File: src/rtl/mux2_pkg.sv
// Shared definitions for the round-robin 2:1 mux controller: select encoding,
// default data width and the burst-mode FSM state type.
package mux2_pkg;

    // Select encoding for the 2:1 mux
    localparam logic SEL_A = 1'b0;
    localparam logic SEL_B = 1'b1;

    // Default data width of the mux path
    localparam int unsigned DATA_W = 8;

    // Burst-mode arbitration states (only used when MUX2_RR_BURST_EN is defined)
    typedef enum logic {
        ALT,
        HOLD
    } burst_state_e;

endpackage

File: src/rtl/mux2_rr_outreg.sv
// Single-entry valid/ready output register for the mux data path.
// Refills in the same cycle it drains, giving one transfer per clock.
module mux2_rr_outreg
    import mux2_pkg::*;
#(
    parameter int unsigned W = DATA_W
) (
    input  logic         clk,
    input  logic         rst,
    input  logic         accept,
    input  logic         in_src,
    input  logic [W-1:0] in_data,
    input  logic         out_ready,
    output logic         load,
    output logic [W-1:0] out_data,
    output logic         out_src,
    output logic         out_valid
);

    // Register may take new data when empty or being drained this cycle
    always_comb begin
        load = !out_valid | out_ready;
    end

    // Capture on accept; clear valid on a drain with no refill; hold otherwise
    always_ff @(posedge clk) begin
        if (rst) begin
            out_valid <= 1'b0;
            out_data  <= '0;
            out_src   <= SEL_A;
        end else if (accept) begin
            out_valid <= 1'b1;
            out_data  <= in_data;
            out_src   <= in_src;
        end else if (out_ready) begin
            out_valid <= 1'b0;
        end
    end

endmodule

File: src/rtl/mux2_rr_ctrl.sv
// Round-robin select controller and output stage for the 8-bit 2:1 mux.
// Optional burst arbitration is enabled by defining MUX2_RR_BURST_EN.
module mux2_rr_ctrl
    import mux2_pkg::*;
#(
    parameter int unsigned W         = DATA_W,
    parameter int unsigned CW        = 8,
    parameter int unsigned BURST_LEN = 4
) (
    input  logic          clk,
    input  logic          rst,
    input  logic          a_valid,
    output logic          a_ready,
    input  logic          b_valid,
    output logic          b_ready,
    output logic          sel,
    input  logic [W-1:0]  mux_y,
    output logic [W-1:0]  out_data,
    output logic          out_src,
    output logic          out_valid,
    input  logic          out_ready,
    output logic [CW-1:0] cnt_a,
    output logic [CW-1:0] cnt_b
);

    localparam logic [CW-1:0] CNT_ONE = CW'(1);

    logic          last_q;
    logic          pick;
    logic          load;
    logic          accept;
    logic [CW-1:0] cnt_a_q;
    logic [CW-1:0] cnt_b_q;

`ifdef MUX2_RR_BURST_EN
    localparam int unsigned    BW        = $clog2(BURST_LEN + 1);
    localparam logic [BW-1:0]  BCNT_ONE  = BW'(1);
    localparam logic [BW-1:0]  BCNT_MAX  = BW'(BURST_LEN);

    burst_state_e  state_q, state_d;
    logic          hold_src_q, hold_src_d;
    logic [BW-1:0] bcnt_q, bcnt_d;
    logic [BW-1:0] bcnt_inc;
    logic          hold_valid;
`else
    // Keeps the burst parameter referenced when the burst feature is compiled out
    logic unused_burst_len;
    assign unused_burst_len = ^BURST_LEN;
`endif

    // Arbitration: tie alternates, single requester wins, idle holds last select
    always_comb begin
        pick = last_q;
        case ({a_valid, b_valid})
            2'b11:   pick = ~last_q;
            2'b10:   pick = SEL_A;
            2'b01:   pick = SEL_B;
            default: pick = last_q;
        endcase
`ifdef MUX2_RR_BURST_EN
        if (state_q == HOLD && hold_valid && bcnt_q < BCNT_MAX) begin
            pick = hold_src_q;
        end
`endif
    end

    // Grant generation; readies are forced low while in reset
    always_comb begin
        sel     = pick;
        a_ready = !rst & load & a_valid & (pick == SEL_A);
        b_ready = !rst & load & b_valid & (pick == SEL_B);
        accept  = a_ready | b_ready;
        cnt_a   = cnt_a_q;
        cnt_b   = cnt_b_q;
    end

    // Last-granted source and per-source transfer counters (wrap silently)
    always_ff @(posedge clk) begin
        if (rst) begin
            last_q  <= SEL_B;
            cnt_a_q <= '0;
            cnt_b_q <= '0;
        end else begin
            if (accept) begin
                last_q <= pick;
            end
            if (a_ready) begin
                cnt_a_q <= cnt_a_q + CNT_ONE;
            end
            if (b_ready) begin
                cnt_b_q <= cnt_b_q + CNT_ONE;
            end
        end
    end

`ifdef MUX2_RR_BURST_EN
    // Burst FSM next state: accepts extend or start a burst, which ends at the
    // length limit or when the held source drops on a load cycle
    always_comb begin
        state_d    = state_q;
        hold_src_d = hold_src_q;
        bcnt_d     = bcnt_q;
        hold_valid = (hold_src_q == SEL_B) ? b_valid : a_valid;
        bcnt_inc   = (state_q == HOLD && hold_src_q == pick) ? bcnt_q + BCNT_ONE : BCNT_ONE;
        if (accept) begin
            if (bcnt_inc >= BCNT_MAX) begin
                state_d = ALT;
                bcnt_d  = '0;
            end else begin
                state_d    = HOLD;
                hold_src_d = pick;
                bcnt_d     = bcnt_inc;
            end
        end else if (load && state_q == HOLD && !hold_valid) begin
            state_d = ALT;
            bcnt_d  = '0;
        end
    end

    // Burst FSM state register
    always_ff @(posedge clk) begin
        if (rst) begin
            state_q    <= ALT;
            hold_src_q <= SEL_A;
            bcnt_q     <= '0;
        end else begin
            state_q    <= state_d;
            hold_src_q <= hold_src_d;
            bcnt_q     <= bcnt_d;
        end
    end
`endif

    mux2_rr_outreg #(
        .W (W)
    ) u_outreg (
        .clk       (clk),
        .rst       (rst),
        .accept    (accept),
        .in_src    (pick),
        .in_data   (mux_y),
        .out_ready (out_ready),
        .load      (load),
        .out_data  (out_data),
        .out_src   (out_src),
        .out_valid (out_valid)
    );

endmodule

File: config.mk
export PLATFORM = sky130hd
export DESIGN_NAME = mux2_rr_ctrl
export DESIGN_NICKNAME = d
export VERILOG_FILES = /design/src/rtl/mux2_pkg.sv /design/src/rtl/mux2_rr_outreg.sv /design/src/rtl/mux2_rr_ctrl.sv
export SDC_FILE = /design/constraint.sdc
export NUM_CORES = 1
export LEC_CHECK = 0
export ABC_AREA = 1
export BUFFER_PORTS_ARGS = -buffer_cell sky130_fd_sc_hd__buf_2
export CORE_MARGIN = 3
export CORE_UTILIZATION = 49
export DETAILED_ROUTE_END_ITERATION = 12
export PLACE_DENSITY = 0.78
export SYNTH_ARGS = -nofsm -noshare
export SYNTH_HDL_FRONTEND = slang
export SYNTH_HIERARCHICAL = 1
export SYNTH_SLANG_ARGS = --single-unit
File: constraint.sdc
create_clock -name clk -period 1.36 [get_ports clk]
set_input_delay 0.068 -clock clk [delete_from_list [all_inputs] [get_ports clk]]
set_output_delay 0.068 -clock clk [all_outputs]
set_load 0.03 [all_outputs]
Word-level counts from Yosys, hierarchy flattened

Index checks and enable logic that the tools add are counted.

Add/subtract/negate cells: 2
Equal/unequal tests: 3
Multiplexer cells: 3
Bitwise operators: 9
Reduce and logical (&&, ||, !) cells: 3

Operators by type and width:

| cell                                           | count |
|---|---|
| adder 8 x 1 -> 8 bit (second input constant)   | 2 |
| bitwise AND 1 bit                              | 5 |
| == test 2 bit (second input constant)          | 2 |
| case mux 1 bit (3 select lines)                | 1 |
| == test 2 x 1 -> 1 bit (second input constant) | 1 |
| logical NOT 1 bit                              | 2 |
| 2-to-1 mux 1 bit                               | 2 |
| NOT 1 bit                                      | 2 |
| OR 1 bit                                       | 2 |
| nonzero test 2 bit                             | 1 |

Bits in registers: 27
Output and inout bits: 29
Logic and storage cells: 26

Depth between registers and ports, before layout

Gate-level depths: netlist of run 1.

Depth after elaboration: 7
Gate-level depth with buffers: 8
Depth with buffers taken out: 8

Cells and area by module

Netlist of run 1, hierarchy kept.

By module, submodules not included:

| module         | times used | cells an instance | area each (um^2) | seq. area each (um^2) |
|---|---|---|---|---|
| mux2_rr_ctrl   | 1          | 131               | 897.1            | 340.3 |
| mux2_rr_outreg | 1          | 43                | 352.8            | 200.2 |

Least setup slack after synthesis of run 1

No wires, ideal clock.

Path type: reg-to-reg
Start: register cnt_a_q[0] (netlist: cnt_a[0])
End: register cnt_a_q[6] (netlist: cnt_a[6])
Arrival: 1261 ps
Required time: 1244 ps
Slack: -17 ps
Cell stages (with the launch flop): 7
Path buffers: 0
Period minus slack after synthesis: 1377 ps
Cells stage by stage: dfxtp_1 > ha_1 > nand2_1 > nor3_1 > nand3_1 > nand2_1 > nor2_1

Cells in the longest elaborated chain, start to end: 1

Ends and longest elaborated chain:

| what                   | RTL line           | RTL |
|---|---|---|
| from (decl)            | mux2_rr_ctrl.sv:32 | `logic [CW-1:0] cnt_a_q;` |
| from (signal assigned) | mux2_rr_ctrl.sv:88 | `cnt_a_q <= cnt_a_q + CNT_ONE;` |
| adder 8 x 1 -> 8 bit   | mux2_rr_ctrl.sv:88 |  |

Every way passes these cells.
A chain may end at the register's enable or synchronous reset.

Final worst setup path of run 1

Start: input rst
End: output a_ready

Cells in the longest elaborated chain, start to end: 4

Ends and longest elaborated chain:

| what                           | RTL line           | RTL |
|---|---|---|
| from (decl)                    | mux2_rr_ctrl.sv:11 | `input logic rst,` |
| logical NOT 1 bit              | mux2_rr_ctrl.sv:70 | `a_ready = !rst & load & a_valid & (pick == SEL_A);` |
| bitwise AND 1 bit (3 in a row) | mux2_rr_ctrl.sv:70 |  |
| to (decl)                      | mux2_rr_ctrl.sv:13 | `output logic a_ready,` |

Every way passes these cells.

==> results of run 1 <==
==> through the flow <==
step | setup slack [ns] | utilization [%] | cell area (um2) | hold WS [ns] | std cells
detailed placement | 0.0310 | 63.4 | 1470 | 0.301 | 241
global placement | 0.115 | 63.4 | 1470 | 0.291 | 241
finish | 0.0505 | 70.6 | 1640 | 0.0756 | 257
CTS | 0.000451 | 69.6 | 1610 | 0.0548 | 257
global route | -0.0112 | 70.6 | 1640 | 0.0513 | 257
floorplan | 0.0123 | - | 1250 | 0.130 | 174
==> what timing repair did <==
item	CTS	global route
gates resized for setup	1	14
pin swaps	2	2
hold endpoints to repair	10	0
hold buffers	10	0
endpoints found under the setup margin	2	17
buffers inserted	2	0
==> area by class of cell <==
type / instances / area [um2]
fillers: 185 / 681
clock buffers: 4 / 26.3
multi-input cells: 121 / 594
well taps: 28 / 35.0
flip-flops and latches: 27 / 547
inverters: 22 / 87.6
repair buffers: 55 / 348
==> metal layers <==
metal	share of wire, %	global-route usage [%]	up-vias	routed length [um]
li1	-	-	662	-
met1	44	23.9	564	1370
met2	50	34.0	44	1560
met3	4.6	3.22	8	145
met4	2.2	10.5	0	68
met5	0	0	-	0
==> cell usage in the layout, fill, tap and decap left out, types with 3 or more instances in the layout <==
cell	instances
dfxtp_2	5
o21ai_0	14
dfxtp_1	22
dlygate4sd3_1	10
a21oi_1	11
nand2_2	5
clkbuf_4	3
buf_2	39
nand2_1	26
nand3_2	3
nor2_1	38
nand3_1	10
inv_1	20
buf_4	4
==> state kept, by name, indices dropped and copies added (netlist names) <==
| register | cells |
|---|---|
| cnt_b | 8 |
| u_outreg/out_data | 8 |
| u_outreg/out_valid | 1 |
| last_q | 1 |
| u_outreg/out_src | 1 |
| cnt_a | 8 |
==> cell families (layout without fill, tap and decap cells) <==
family | after synthesis | after routing
buffers and inverters | 26 | 81
AO/OA/AOI/OAI | 30 | 30
XOR/XNOR | 2 | 2
adder cells (fa/ha/maj) | 2 | 2
AND/OR/NAND/NOR | 87 | 87
flip-flops | 27 | 27
==> power by group through the flow <==
stage | logic, mW | registers (mW) | clock network (mW)
floorplan | 0.139 | 0.938 | 0
global placement | 0.281 | 0.868 | 0
detailed placement | 0.291 | 0.871 | 0
CTS | 0.320 | 0.854 | 0.358
global route | 0.357 | 0.860 | 0.391
finish | 0.333 | 0.856 | 0.347
==> worst max-delay path: cells and delay by family <==
family,cells,cell delay [ns]
simple gates,2,0.23
buf+inv,4,0.95
==> path summary, 6_finish.rpt <==
kind / startpoint / end / depth (start not counted)
max: rst / a_ready / 6
max reg2reg: u_outreg/out_valid$_SDFFE_PP0P_ / cnt_b[7]$_SDFFE_PP0P_ / 7
min: out_ready / u_outreg/out_valid$_SDFFE_PP0P_ / 4
min reg2reg: cnt_a[4]$_SDFFE_PP0P_ / cnt_a[4]$_SDFFE_PP0P_ / 2
==> results.ini, run 1 <==
[timing]
slew_viol_final = 0
worst_slew_pin_slew_ns = 0.250
setup_viol = 0
fmax_mhz = 764
fin_skew_ns = 0.00251
period_needed_ns = 1.31
hold_viol = 0
maxSlewHeadroom_pct = 83.2
rsz0062_at_grt = true
period_share_pct = 96.3
tns_ns = 0

[global_route]
antenna_found_initial = 0
grt_max_degree = 15
grt_pass1_vias = 1233
grt_overflow = 0
track_usage_pct = 20.0
grt_pass1_wl_mm = 5.15

[floorplanning]
die_w_um = 56.5
row_count = 17
die_area_um2 = 3190
design.core.area_um2 = 2320
initial_utilization_pct = 53.9
die_h_um = 56.5
pin_count = 42

[route]
postRouteAntennaNets = 0
wl_mm = 3.14
drt_pass1_iterations = 4
via_per_inst = 4.97
drt_iter0_markers = 48
remaining_drc_errors = 0
via_count = 1278
wl_per_cell_um = 12.2

[yosys]
yosys_most_used_dff = dfxtp_1
ys_ff_latch = 27
synth_warnings = 6
synth_nets = 189
synthArstFlopShare_pct = 0
synth_top_cells_by_area = dfxtp_1 43%, nor2_1 12%, nand2_1 8.7%, o21ai_0 6.4%, inv_1 6.0%
syn_inst = 174
yosysSeqAreaShare_pct = 43.2
synth-xor-area-share_pct = 1.40
avgSynthCellArea_um2 = 7.18
muxShareOfSynthArea_pct = 0
synthSimpleGateAreaFrac_pct = 30.5
yosys.cell_types.count = 20
synth_edf_count = 0
synth_top_cell_by_area = dfxtp_1
synth_top_area_share_pct = 43.2
synth_top_family_by_area = simple AND/OR/NAND/NOR gates
yosysMostFrequentCell = nor2_1
synthAdderAreaFrac_pct = 2.00
synth-compound-area-share_pct = 12.8
synth_common_cells = 39 x nor2_1, 29 x nand2_1, 27 x dfxtp_1, 20 x inv_1, 16 x o21ai_0
synth.cell_area_um2 = 1250

[power]
power.share.sequential_pct = 55.7
vdd_drop_max_mv = 0.779
internal-power_mw = 1.06
power_frac_comb_pct = 21.7
p_leak_nw = 0.823
switchingPower_uw = 476
power.total_mw = 1.54
clockPowerShare_pct = 22.6
power_density_nw_per_um2 = 938
p_sw_share_pct = 31.0

[critical_path]
end_kind = primary output
cp_max_fo = 4
critPathMaxStageDelay_ns = 0.53
startpoint_type = input port
path_cells = dlygate4sd3_1 > buf_2 > inv_2 > nand3_2 > nor2_4 > buf_4
critPathSlowestCell = dlygate4sd3_1
crit_type = in2out
rrSetupSlack_ns = 0.13
cp_data_arrival_time_ns = 1.24
cp.required_ns = 1.29

[clock_tree]
cts_max_level = 1
cts_tree = done
insertion_delay_ns = 0.32
cts_buffers = 3
cts_root_buf = clkbuf_4
clkTransAtPathRegs_ns = 0.14
cts_sinks = 27
cts_buffer_depth = 2

[layout]
drive_gt1_share_pct = 29.7
fin_nets = 245
antennaDiodeCount = 0
area_delta_synth_final_pct = 31.0

[place]
hpwl_mm = 2.16
port_buffers = 41
place_congestion = 0.750

[run_status]
status = finished, final reports clean

[min_path]
hold_class = in2reg

[job]
max_cap_violations = 0

Power figures use the tool's default switching activity.
==> run 2, diff against run 1 <==
- CORE_ASPECT_RATIO: not set -> 1.1
- CORE_UTILIZATION: 49 -> 51
- CTS_BUF_LIST: not set -> sky130_fd_sc_hd__clkbuf_8
- PLACE_DENSITY: 0.78 -> 0.81
==> run 2 against run 1 <==
Net effect:
- via count is 4.3% lower
- final cell count shrank 3.5%
- fmax rose by 2.6%
- clock skew up 0.0010 ns
- first-iteration DRC count decreased by 13%
- non-clock buffer count fell by 11
- routed wire length down 15%
- setup slack better by 0.033 ns
- utilization down 3.9 points
- die area decreased by 3.5%
- sequential power barely moved
- flip-flop and latch count is the same
- largest cell class unchanged
- highest routed layer unchanged
==> results.ini, run 2 (synthesized netlist as in run 1, its figures left out) <==
[run_status]
status = finished, final reports clean

[critical_path]
reg2regPathDepth = 6
cp_data_arrival_time_ns = 1.21
cp_max_fo = 5
startpoint_type = flip-flop
end_kind = primary output
cp.required_ns = 1.29
crit_type = reg2out

[timing]
tns_ns = 0
setup_viol = 0
worst_slew_pin_slew_ns = 0.224
final.setup.worst_slack_ns = 0.0837
slew_viol_final = 0
hold_viol = 0
period_share_pct = 93.8
fin_skew_ns = 0.00351
maxSlewHeadroom_pct = 85.0
period_needed_ns = 1.28
fmax_mhz = 784
holdWs_ns = 0.0128

[min_path]
holdPathStages = 3
hold_class = in2reg

[floorplanning]
die_area_um2 = 3080
row_count = 18
design.core.area_um2 = 2300
die_w_um = 53.2
pin_count = 42
die_h_um = 57.9
initial_utilization_pct = 54.4

[job]
max_cap_violations = 0

[layout]
final_cell_mix = 40 x buf_2, 39 x nor2_1, 27 x nand2_1, 24 x dfxtp_1, 21 x inv_1
drive_gt1_share_pct = 28.9
fillCellCount = 215
area_delta_synth_final_pct = 22.7
fin_nets = 234
antennaDiodeCount = 0
final_common_cell = buf_2

[clock_tree]
clkTransAtPathRegs_ns = 0.09
cts_sinks = 27
cts_root_buf = clkbuf_8
hold_buffers = 0
insertion_delay_ns = 0.27
cts_tree = done
cts_max_level = 1
cts_buffer_depth = 2
cts_buffers = 3

[power]
internal-power_mw = 1.12
p_sw_share_pct = 29.6
switchingPower_uw = 471
power_frac_comb_pct = 18.3
power.share.sequential_pct = 53.6
clockPowerShare_pct = 28.0
p_leak_nw = 0.784
power_density_nw_per_um2 = 1040
vdd_drop_max_mv = 0.916

[route]
via_count = 1223
remaining_drc_errors = 0
wl_mm = 2.68
wl_per_cell_um = 10.8
via_per_inst = 4.93
drt_pass1_iterations = 4
postRouteAntennaNets = 0
drt_iter0_markers = 42

[place]
port_buffers = 41
dp_slack_ns = 0.0304
hpwl_mm = 2.01
place_congestion = 0.701

[global_route]
grt_overflow = 0
grt_max_degree = 15
track_usage_pct = 20.1
grt_pass1_wl_mm = 4.79
grt_pass1_vias = 1170
antenna_found_initial = 0

[run 2: cell count changes in the layout (fill, tap and decap cells not counted), moves of 2 or more]
cell,previous run,this run
buf_6,2,0
clkbuf_4,3,1
clkbuf_8,0,3
dfxtp_1,22,24
dfxtp_2,5,3
dlygate4sd3_1,10,0
o21ai_0,14,16
o21ai_1,2,0
[run 2: area by class of cell]
| type | count | area (um2) | area share (%) |
|---|---|---|---|
| clock inverter | 1 | 3.75 | 0.245 |
| sequential | 27 | 544 | 35.5 |
| inverter | 22 | 87.6 | 5.71 |
| multi-input combinational | 121 | 589 | 38.4 |
| tap | 30 | 37.5 | 2.45 |
| timing repair buffer | 44 | 230 | 15.0 |
| clock buffer | 3 | 41.3 | 2.69 |
[run 2: repair_timing]
item	4_1_cts	5_1_grt
setup endpoints to repair	2	13
gates cloned	0	0
hold endpoints to repair	0	0
setup buffers	2	0
resized for setup	0	4
pin swaps	2	0
[run 2: power by group through the flow]
stage          clock network (mW)  registers (mW)  logic [mW]
3_5_place_dp                    0           0.870       0.284
2_1_floorplan                   0           0.938       0.139
5_1_grt                     0.493           0.859       0.324
4_1_cts                     0.455           0.852       0.291
3_3_place_gp                    0           0.868       0.279
6_report                    0.447           0.853       0.292
[run 2: per-stage QoR]
step	power [mW]	instance area, um2	cells	util [%]
2_1_floorplan	1.08	1250	174	-
3_3_place_gp	1.15	1470	242	63.8
3_5_place_dp	1.15	1470	242	63.8
4_1_cts	1.60	1530	248	66.4
5_1_grt	1.68	1530	248	66.8
6_report	1.59	1530	248	66.8
[run 2: final timing paths]
| path | start | endpoint | slack, ns |
|---|---|---|---|
| worst max register to register | cnt_a[0]$_SDFFE_PP0P_ | cnt_a[6]$_SDFFE_PP0P_ | 0.16 |
| worst min-delay path | mux_y[7] | u_outreg/out_data[7]$_SDFFE_PP0P_ | 0.01 |
| worst max-delay path | u_outreg/out_valid$_SDFFE_PP0P_ | b_ready | 0.08 |
| worst min register to register | cnt_b[4]$_SDFFE_PP0P_ | cnt_b[4]$_SDFFE_PP0P_ | 0.46 |
[run 2: critical path, stage by stage, from the launching register on]
cell,delay [ns]
dfxtp_1,0.33
nand2_2,0.13
nand3_2,0.13
nor2_4,0.14
buf_2,0.20
[run 2: per-layer routing]
layer  global-route usage [%]  share of wire [%]  wire [um]  up-vias
met4                     8.39                1.7         46        0
met2                     33.6                 49       1320       42
met3                     3.34                6.2        165        6
met5                        0                  0          0        -
li1                         -                  -          -      636
met1                     24.9                 43       1150      539
